--- config.mk ---
export PLATFORM = sky130hd
export DESIGN_NAME = layer_sequencer
export DESIGN_NICKNAME = d
export VERILOG_FILES = /design/src/rtl/layer_sequencer.sv
export SDC_FILE = /design/constraint.sdc
export NUM_CORES = 1
export LEC_CHECK = 0
export CAP_MARGIN = 20
export CELL_PAD_IN_SITES_DETAIL_PLACEMENT = 0
export CELL_PAD_IN_SITES_GLOBAL_PLACEMENT = 1
export CORE_MARGIN = 2
export CORE_UTILIZATION = 43
export CTS_CLUSTER_DIAMETER = 200
export DETAILED_ROUTE_END_ITERATION = 10
export PLACE_DENSITY_LB_ADDON = 0.1
export RECOVER_POWER = 25
export REMOVE_ABC_BUFFERS = 1
export SYNTH_ARGS = -nofsm -noshare
export SYNTH_HDL_FRONTEND = slang
export SYNTH_SLANG_ARGS = --single-unit
--- constraint.sdc ---
create_clock -name clk_i -period 4.17 [get_ports clk_i]
set_input_delay 1.251 -clock clk_i [delete_from_list [all_inputs] [get_ports clk_i]]
set_output_delay 1.251 -clock clk_i [all_outputs]
set_load 0.01 [all_outputs]
--- src/rtl/layer_sequencer.sv ---
// -----------------------------------------------------------------------------
// layer_sequencer
//
// Sequences a multi-layer dense (matrix-vector) job over a single processing
// unit. For every output of every layer it fetches K weight/activation beats,
// waits one cycle for the BRAM read latency to drain (TAIL), writes the result
// to the ping-pong temp buffer (WB), then clears the accumulator (CLR). That is
// K+3 cycles per output with no overlap between outputs.
//
// Ports
//   clk_i          : clock, rising edge
//   rst_i          : asynchronous, active-high reset
//   start_i        : job request, only looked at while idle
//   cfg_layers_i   : number of layers L (1..4)
//   cfg_k_i        : MAC beats per output K (1..63)
//   cfg_n_i        : outputs per layer N (1..63)
//   w_addr_o/w_en_o            : weight BRAM read port
//   act_addr_o/act_en_o        : activation read port
//   act_sel_o                  : 0 = input BRAM, 1 = temp buffer
//   tmp_rd_bank_o/tmp_wr_bank_o: ping-pong bank selects
//   tmp_wr_addr_o/tmp_wr_en_o  : temp buffer write port
//   pu_en_o/pu_valid_o/pu_clear_o : processing-unit controls
//   busy_o/done_o/err_o        : status
//
// All outputs come straight from flops. They are computed from the next-state
// values so that they line up with the state they belong to.
// -----------------------------------------------------------------------------
module layer_sequencer #(
    parameter int DW  = 6,
    parameter int WAW = 14
) (
    input  logic           clk_i,
    input  logic           rst_i,
    input  logic           start_i,
    input  logic [2:0]     cfg_layers_i,
    input  logic [DW-1:0]  cfg_k_i,
    input  logic [DW-1:0]  cfg_n_i,
    output logic [WAW-1:0] w_addr_o,
    output logic           w_en_o,
    output logic [DW-1:0]  act_addr_o,
    output logic           act_en_o,
    output logic           act_sel_o,
    output logic           tmp_rd_bank_o,
    output logic           tmp_wr_bank_o,
    output logic [DW-1:0]  tmp_wr_addr_o,
    output logic           tmp_wr_en_o,
    output logic           pu_en_o,
    output logic           pu_valid_o,
    output logic           pu_clear_o,
    output logic           busy_o,
    output logic           done_o,
    output logic           err_o
);

    typedef enum logic [2:0] {
        ST_IDLE  = 3'd0,
        ST_FETCH = 3'd1,
        ST_TAIL  = 3'd2,
        ST_WB    = 3'd3,
        ST_CLR   = 3'd4,
        ST_DONE  = 3'd5
    } state_t;

    localparam logic [DW-1:0]  DW_ZERO  = {DW{1'b0}};
    localparam logic [DW-1:0]  DW_ONE   = {{(DW-1){1'b0}}, 1'b1};
    localparam logic [WAW-1:0] WAW_ZERO = {WAW{1'b0}};
    localparam logic [WAW-1:0] WAW_ONE  = {{(WAW-1){1'b0}}, 1'b1};

    // Control state
    state_t         state_r, state_nxt_s;
    logic [DW-1:0]  beat_r, beat_nxt_s;     // beat index within the current output
    logic [DW-1:0]  out_r, out_nxt_s;       // output index n within the layer
    logic [1:0]     layer_r, layer_nxt_s;   // layer index j
    logic [WAW-1:0] waddr_r, waddr_nxt_s;   // running weight address, never rewinds mid-job
    logic [2:0]     cfg_l_r, cfg_l_nxt_s;
    logic [DW-1:0]  cfg_k_r, cfg_k_nxt_s;
    logic [DW-1:0]  cfg_n_r, cfg_n_nxt_s;
    logic           err_r, err_nxt_s;

    // Decode helpers
    logic cfg_legal_s;
    logic last_beat_s;
    logic last_out_s;
    logic last_layer_s;

    // Next-cycle output values
    logic [WAW-1:0] w_addr_s;
    logic           w_en_s;
    logic [DW-1:0]  act_addr_s;
    logic           active_s;
    logic           act_sel_s;
    logic           rd_bank_s;
    logic           wr_bank_s;
    logic [DW-1:0]  tmp_wr_addr_s;
    logic           wb_s;
    logic           clr_s;
    logic           busy_s;
    logic           done_s;

    // Output flops
    logic [WAW-1:0] w_addr_r;
    logic           w_en_r;
    logic [DW-1:0]  act_addr_r;
    logic           act_en_r;
    logic           act_sel_r;
    logic           rd_bank_r;
    logic           wr_bank_r;
    logic [DW-1:0]  tmp_wr_addr_r;
    logic           tmp_wr_en_r;
    logic           pu_en_r;
    logic           pu_valid_r;
    logic           pu_clear_r;
    logic           busy_r;
    logic           done_r;

    // Legality of the requested configuration and end-of-loop flags.
    always_comb begin
        cfg_legal_s = (cfg_layers_i != 3'd0) && (cfg_layers_i <= 3'd4) &&
                      (cfg_k_i != DW_ZERO) && (cfg_n_i != DW_ZERO) &&
                      ((cfg_layers_i == 3'd1) || (cfg_k_i == cfg_n_i));
        last_beat_s  = (beat_r == (cfg_k_r - DW_ONE));
        last_out_s   = (out_r == (cfg_n_r - DW_ONE));
        last_layer_s = ({1'b0, layer_r} == (cfg_l_r - 3'd1));
    end

    // Next-state and counter update logic.
    always_comb begin
        state_nxt_s = state_r;
        beat_nxt_s  = beat_r;
        out_nxt_s   = out_r;
        layer_nxt_s = layer_r;
        waddr_nxt_s = waddr_r;
        cfg_l_nxt_s = cfg_l_r;
        cfg_k_nxt_s = cfg_k_r;
        cfg_n_nxt_s = cfg_n_r;
        err_nxt_s   = err_r;
        case (state_r)
            ST_IDLE: begin
                if (start_i) begin
                    cfg_l_nxt_s = cfg_layers_i;
                    cfg_k_nxt_s = cfg_k_i;
                    cfg_n_nxt_s = cfg_n_i;
                    err_nxt_s   = ~cfg_legal_s;
                    beat_nxt_s  = DW_ZERO;
                    out_nxt_s   = DW_ZERO;
                    layer_nxt_s = 2'd0;
                    waddr_nxt_s = WAW_ZERO;
                    state_nxt_s = cfg_legal_s ? ST_FETCH : ST_DONE;
                end else begin
                    state_nxt_s = ST_IDLE;
                end
            end
            ST_FETCH: begin
                waddr_nxt_s = waddr_r + WAW_ONE;
                if (last_beat_s) begin
                    beat_nxt_s  = DW_ZERO;
                    state_nxt_s = ST_TAIL;
                end else begin
                    beat_nxt_s  = beat_r + DW_ONE;
                    state_nxt_s = ST_FETCH;
                end
            end
            ST_TAIL: begin
                state_nxt_s = ST_WB;
            end
            ST_WB: begin
                state_nxt_s = ST_CLR;
            end
            ST_CLR: begin
                if (last_out_s) begin
                    out_nxt_s = DW_ZERO;
                    if (last_layer_s) begin
                        state_nxt_s = ST_DONE;
                    end else begin
                        // Moving to the next layer flips both ping-pong banks.
                        layer_nxt_s = layer_r + 2'd1;
                        state_nxt_s = ST_FETCH;
                    end
                end else begin
                    out_nxt_s   = out_r + DW_ONE;
                    state_nxt_s = ST_FETCH;
                end
            end
            ST_DONE: begin
                state_nxt_s = ST_IDLE;
            end
            default: begin
                state_nxt_s = ST_IDLE;
            end
        endcase
    end

    // Output values for the coming cycle, decoded from the next state.
    always_comb begin
        w_en_s        = (state_nxt_s == ST_FETCH);
        wb_s          = (state_nxt_s == ST_WB);
        clr_s         = (state_nxt_s == ST_CLR);
        done_s        = (state_nxt_s == ST_DONE);
        busy_s        = (state_nxt_s != ST_IDLE);
        active_s      = (state_nxt_s == ST_FETCH) || (state_nxt_s == ST_TAIL) ||
                        wb_s || clr_s;
        w_addr_s      = w_en_s ? waddr_nxt_s : WAW_ZERO;
        act_addr_s    = w_en_s ? beat_nxt_s : DW_ZERO;
        tmp_wr_addr_s = wb_s ? out_nxt_s : DW_ZERO;
        act_sel_s     = active_s && (layer_nxt_s != 2'd0);
        // Layer j writes bank j[0] and reads bank (j-1)[0], i.e. the opposite one.
        wr_bank_s     = active_s && layer_nxt_s[0];
        rd_bank_s     = active_s && !layer_nxt_s[0];
    end

    // Control state registers.
    always_ff @(posedge clk_i or posedge rst_i) begin
        if (rst_i) begin
            state_r <= ST_IDLE;
            beat_r  <= DW_ZERO;
            out_r   <= DW_ZERO;
            layer_r <= 2'd0;
            waddr_r <= WAW_ZERO;
            cfg_l_r <= 3'd0;
            cfg_k_r <= DW_ZERO;
            cfg_n_r <= DW_ZERO;
            err_r   <= 1'b0;
        end else begin
            state_r <= state_nxt_s;
            beat_r  <= beat_nxt_s;
            out_r   <= out_nxt_s;
            layer_r <= layer_nxt_s;
            waddr_r <= waddr_nxt_s;
            cfg_l_r <= cfg_l_nxt_s;
            cfg_k_r <= cfg_k_nxt_s;
            cfg_n_r <= cfg_n_nxt_s;
            err_r   <= err_nxt_s;
        end
    end

    // Output registers; pu_en trails w_en by one cycle to match the BRAM latency.
    always_ff @(posedge clk_i or posedge rst_i) begin
        if (rst_i) begin
            w_addr_r      <= WAW_ZERO;
            w_en_r        <= 1'b0;
            act_addr_r    <= DW_ZERO;
            act_en_r      <= 1'b0;
            act_sel_r     <= 1'b0;
            rd_bank_r     <= 1'b0;
            wr_bank_r     <= 1'b0;
            tmp_wr_addr_r <= DW_ZERO;
            tmp_wr_en_r   <= 1'b0;
            pu_en_r       <= 1'b0;
            pu_valid_r    <= 1'b0;
            pu_clear_r    <= 1'b0;
            busy_r        <= 1'b0;
            done_r        <= 1'b0;
        end else begin
            w_addr_r      <= w_addr_s;
            w_en_r        <= w_en_s;
            act_addr_r    <= act_addr_s;
            act_en_r      <= w_en_s;
            act_sel_r     <= act_sel_s;
            rd_bank_r     <= rd_bank_s;
            wr_bank_r     <= wr_bank_s;
            tmp_wr_addr_r <= tmp_wr_addr_s;
            tmp_wr_en_r   <= wb_s;
            pu_en_r       <= w_en_r;
            pu_valid_r    <= wb_s;
            pu_clear_r    <= clr_s;
            busy_r        <= busy_s;
            done_r        <= done_s;
        end
    end

    assign w_addr_o      = w_addr_r;
    assign w_en_o        = w_en_r;
    assign act_addr_o    = act_addr_r;
    assign act_en_o      = act_en_r;
    assign act_sel_o     = act_sel_r;
    assign tmp_rd_bank_o = rd_bank_r;
    assign tmp_wr_bank_o = wr_bank_r;
    assign tmp_wr_addr_o = tmp_wr_addr_r;
    assign tmp_wr_en_o   = tmp_wr_en_r;
    assign pu_en_o       = pu_en_r;
    assign pu_valid_o    = pu_valid_r;
    assign pu_clear_o    = pu_clear_r;
    assign busy_o        = busy_r;
    assign done_o        = done_r;
    assign err_o         = err_r;

endmodule

# Word-level counts from Yosys, hierarchy flattened
# Index checks and enable logic that the tools add are counted.
# word_totals
output_inout_bits	38
latchBits	0
reg_bits	82
mem_count	0
word_cells	84
inputBits	18
mem_bits_ro	0
ramBits	0
# op_classes
n_shift	0
muxes	21
div_mod_pow	0
n_mul	0
magnitude_cmp	1
eq_ne	14
addsub	7
bitwise_logic	1
n_reduce_logical	19
# op_table
op	count
6-bit two-way mux	6
14-bit two-way mux	2
14-bit case mux with 2 select lines	1
6-bit case mux with 2 select lines	2
6-bit == test	3
3-bit case mux with 5 select lines	1
14-bit by 1-bit adder with 14-bit output, second input constant	1
6-bit by 1-bit adder with 6-bit output, second input constant	2
3-bit by 2-bit == test with 1-bit output, second input constant	4
3-bit two-way mux	4
6-bit nonzero test	2
6-bit by 1-bit subtractor with 6-bit output, second input constant	2
3-bit by 1-bit == test with 1-bit output, second input constant	3
3-bit == test, second input constant	3
2-bit two-way mux	4
1-bit logical AND	7
3-bit nonzero test	2
1-bit logical OR	4
2-bit case mux with 2 select lines	1
2-bit by 3-bit == test with 1-bit output	1
3-bit less-or-equal comparator, second input constant	1
3-bit zero test	1
3-bit by 1-bit subtractor with 3-bit output, second input constant	1
2-bit by 1-bit adder with 2-bit output, second input constant	1
4 further kinds	4

# Logic depth before layout (Yosys ltp)
# logic_depth
word_depth	13
mapped_depth	9

# Least setup slack after synthesis
# Ideal clock, no wire load.
# synth_path
path_type	input to register
start	input cfg_k_i[5]
end	register w_addr_r[7] (netlist: w_addr_o[7])
setup_time_ns	0.096
slack_ns	1.321
stages	7
t_required_ns	4.074
arrival_ns	2.753
n_path_buf	1
cell_sequence	xor2_1 > nor4_1 > a22oi_1 > o41ai_4 > nand3_4 > buf_12 > nor4_2
# synth_via
elab_chain_cells	9
# synth_lines
element	line	text
from (decl)	36	input logic [DW-1:0] cfg_k_i,
6-bit nonzero test	119	(cfg_k_i != DW_ZERO) && (cfg_n_i != DW_ZERO) &&
1-bit logical AND	118	cfg_legal_s = (cfg_layers_i != 3'd0) && (cfg_layers_i <= 3'd4) &&
1-bit logical AND	119	
1-bit logical AND (*)	119	
3-bit two-way mux (*)	148	state_nxt_s = cfg_legal_s ? ST_FETCH : ST_DONE;
3-bit two-way mux (*)	139	if (start_i) begin
3-bit case mux with 5 select lines (*)	137	case (state_r)
3-bit by 1-bit == test with 1-bit output (*)	195	w_en_s = (state_nxt_s == ST_FETCH);
14-bit two-way mux (*)	202	w_addr_s = w_en_s ? waddr_nxt_s : WAW_ZERO;
named net w_addr_s[7]	87	logic [WAW-1:0] w_addr_s;
to (signal assigned)	254	w_addr_r <= w_addr_s;
to (decl)	101	logic [WAW-1:0] w_addr_r;
# Mark *: on every way through the listed nets, which the timed path passes. The rest lies on a longest branch.
# A chain may end at the register's enable or synchronous reset.

# Worst setup path after layout
# layout_path
start	input cfg_n_i[0]
end	register w_addr_r[5] (netlist: w_addr_o[5])
# layout_via
elab_chain_cells	8
# layout_lines
element	line	text
from (decl)	37	input logic [DW-1:0] cfg_n_i,
6-bit == test / 6-bit nonzero test (equally long branches)	120, 119	
1-bit logical OR / 1-bit logical AND (equally long branches)	120, 119	
1-bit logical AND (*)	119	
3-bit two-way mux (*)	148	
3-bit two-way mux (*)	139	
3-bit case mux with 5 select lines (*)	137	
3-bit by 1-bit == test with 1-bit output (*)	195	
14-bit two-way mux (*)	202	
named net w_addr_s[5]	87	
# Marks and branches as above.

==> impl_results.md <==
- Via count: 2881
- Share of cells above drive strength 1: 11.3%
- Critical R2R Capture: w_addr_o[5]$_DFF_PP0_
- Die area: 9990 sq um
- CTS tree: yes
- Ports: 56
- Worst-Skew Late Latency: 0.35 ns
- Leading area contributor after synthesis: dfrtp_1
- Synth Area in Adders: between 1.5 and 2%
- Dpl ws: between 0.3 and 0.4 ns
- Synth Area in Simple Gates: about a quarter
- Pre-Repair DR Iteration Count: 4
- Finished Cell Area: 4850 sq um
- First-pass GRT wire length: 13.4 mm
- Final worst-path cycle share: around 83%
- Vias in the first global route: 2704
- Worst hold path startpoint: act_en_o$_DFF_PP0_
- Final setup fails: 0
- Critical path arrival: 3.69 ns
- Initial antenna violation count: 0
- Grt ovf: 0
- Clock skew: 0.00987 ns
- Core ar.: just over 9000 sq um
- Fin Setup TNS: 0 ns
- Die height: around 100 microns
- Crit path time final: 3.45 ns
- Hold buffers post-CTS: 0
- Synth top area cells: dfrtp_1, nand2_1, xor2_1
- Final net count: 461
- Placed Cells: 537
- Unrepaired setup endpoints after global routing: no
- Clock root cell: clkbuf_8
- Synth Area in Compound Gates: 10.4%
- Final wirelength: 7.87 mm
- Outcome: finished with violations
- Cell Count, Final, Fillers Out: 553
- Worst path most repeated cell: nor4_1
- Final Wtd Congestion: 0.786
- Routed Antenna Nets: 0
- R2R cell count: 8
- Clock sinks: 82
- Reg2Reg Setup Slack: around 1.6 ns
- Crit-path max FO: 21
- Hold WC Path Type: reg -> reg
- Max Buffers Root-to-Sink: 2
- Worst slew pin tran: 1.85 ns
- Mapped Cells: 379
- Worst-path clk slew: roughly 0.080 ns
- Largest net degree at the start of global routing: 44
- Per-cell routed wire length: 14.2 microns
- Post-synthesis cell type count: 58
- Seq/Total Area, Yosys: 51.8%
- Final worst setup slack: approximately 0.72 ns
- Slowest stage cell on the critical path: o41ai_4
- Row cnt: 35
- CP Data Required Time: approximately 4.4 ns
- Initial Util: 43.7%
- Resize count post-CTS: 0
- CP startpoint kind: primary input
- Startpoint of the worst register-to-register path: cfg_n_r[0]$_DFFE_PP0P_
- Remaining DRCs: 0
- FF+latch count, synth: 82
- Slew Viols, Final: 40
- Layout fillers: 830
- Final hold violations: 0
- Post-synthesis xor/xnor area fraction: 7.08%
- Postcts setup bufs: 0
- Leakage: 2.14 nW
- Power Dens Cells: 652 nW/um^2
- Mux cell area share after synthesis: 0.790%
- Hold Crit Depth: 0
- Port Buf Inserts: 55
- Post-DP HPWL: roughly 5.7 mm
- Prevailing post-synth register cell: dfrtp_1
- Worst path max stage delay: 0.53 ns
- Critical path type: in -> reg
- Maximum VDD drop: 348 uV
- Failing checks: capacitance limit, slew limit
- Max_cap viols: 1
- GRT Total Usage: 17.1%
- Highest Clock Rate: just under 300 MHz
- Cell chain of the critical path: clkdlybuf4s50_1, xor2_1, nor4_1, a22oi_1, o41ai_4, nand3_4, nor4_1
- Layout area overhead: 22.6%
- Asr flop ratio synth: 100%
- Placed cell area: 4630 sq um
- Rel. slew slack: -24.2%
- YS warnings: 0
- Mean Syn Cell Area: 10.4 sq um
- H-tree Lvls: 3
- Vias per cell: ~5.2
- Initial DRC count: 90
- Worst setup EP type: flop
- CTS Buf Count: 9
- Die Wd: 100 microns
- Share of the synthesized area in the top cell type: between 50% and 60%
- Ant. Diodes: 0
- EDFF count, synth: 0
- Largest family of logic cells by synthesized area: simple AND/OR/NAND/NOR gates
- Hold Path End: pu_en_o$_DFF_PP0_
- Mapped Area: roughly 4000 sq um
## cells in the final DEF, fill, tap and decap left out, drive strengths merged, types with 2 or more instances in the layout
cell,instances
buf,5
nand3,16
nor3,5
o31ai,2
nor4,9
o21ai,27
o22ai,2
dfrtp,82
nand2,62
a21oi,6
xnor2,13
or3b,2
a22o,8
nand3b,3
clkbuf,12
inv,16
bufinv,2
and3,3
or4,5
nor2,25
xor2,19
ha,6
nor2b,2
a211oi,2
a31oi,3
clkdlybuf4s50,53
mux2i,2
and2,8
clkinvlp,2
dlygate4sd3,2
or3,2
nand2b,4
nor3b,16
## cell families after synthesis
kind of cell             after synthesis
multiplexers                           3
AO/OA/AOI/OAI                         60
adder cells (fa/ha/maj)                6
AND/OR/NAND/NOR                      167
flip-flops                            82
buffers and inverters                 29
XOR/XNOR                              32
## critical path, delay by kind of cell
family,cells,cell delay (ns)
buf+inv,1,0.48
simple gates,3,1.05
compound gates,2,0.72
xor+xnor,1,0.19
## where the power goes
group	internal, W	switching [W]
combinational	0.000602	0.000749
clock	0.000358	0.000288
sequential	0.000990	0.000176
total	0.00195	0.00121
## flip-flops by register name (all words and copies together) (netlist names)
register and flops:
pu_clear_o 1, tmp_wr_addr_o 6, act_addr_o 6, act_en_o 1, waddr_r 14, out_r 6
pu_en_o 1, w_addr_o 14, tmp_rd_bank_o 1, tmp_wr_bank_o 1, cfg_k_r 6, busy_o 1
cfg_l_r 3, act_sel_o 1, beat_r 6, err_o 1, cfg_n_r 6, layer_r 2
done_o 1, state_r 3, pu_valid_o 1
## through the flow
stage	hold slack [ns]	total power, W	utilization [%]
final	0.402	0.00316	53.5
after detailed placement	0.396	0.00255	51.1
after global placement	0.380	0.00254	51.1
after global routing	0.415	0.00341	53.5
after CTS	0.406	0.00321	53.6
after floorplan	0.433	0.00206	-
## final cells by class
type	instances	area, sq um	share of cell area (%)
Clock buffer	11	141	2.91
Clock inverter	5	85.1	1.75
Inverter	15	57.6	1.19
Multi-Input combinational cell	268	1760	36.3
Sequential cell	82	2050	42.3
Tap cell	111	139	2.86
Timing Repair Buffer	61	617	12.7
## worst max path at each step
| stage | start | end |
|---|---|---|
| 3_5_place_dp | cfg_n_i[0] | w_addr_o[5]$_DFF_PP0_ |
| 5_1_grt | cfg_n_i[0] | w_addr_o[5]$_DFF_PP0_ |
| 3_3_place_gp | cfg_n_i[0] | w_addr_o[5]$_DFF_PP0_ |
| 2_1_floorplan | start_i | w_addr_o[5]$_DFF_PP0_ |
| 4_1_cts | cfg_n_i[0] | w_addr_o[5]$_DFF_PP0_ |
| 6_report | cfg_n_i[0] | w_addr_o[5]$_DFF_PP0_ |
## synthesized netlist by cell type, types with 3 or more instances
| library cell | n |
|---|---|
| a21oi_1 | 6 |
| a22o_1 | 8 |
| and2_1 | 8 |
| and3_1 | 3 |
| buf_2 | 5 |
| clkbuf_1 | 5 |
| dfrtp_1 | 82 |
| ha_1 | 6 |
| inv_1 | 14 |
| nand2_1 | 62 |
| nand2b_1 | 4 |
| nand3_1 | 15 |
| nand3b_1 | 3 |
| nor2_1 | 25 |
| nor3_1 | 4 |
| nor3b_1 | 3 |
| nor3b_2 | 13 |
| nor4_1 | 6 |
| nor4_2 | 3 |
| o21ai_0 | 26 |
| or4_1 | 4 |
| xnor2_1 | 13 |
| xor2_1 | 19 |
## layer usage
metal  up-vias  wire [microns]  GRT usage (%)  share of wire, %
met1      1383            3940           25.5                50
li1       1423               -              -                 -
met2        67            3470           24.5                44
met3         8             356           3.41               4.5
met4         0              98           6.64               1.2
met5         -               0              0                 0
(Power assumes the default switching activity.)
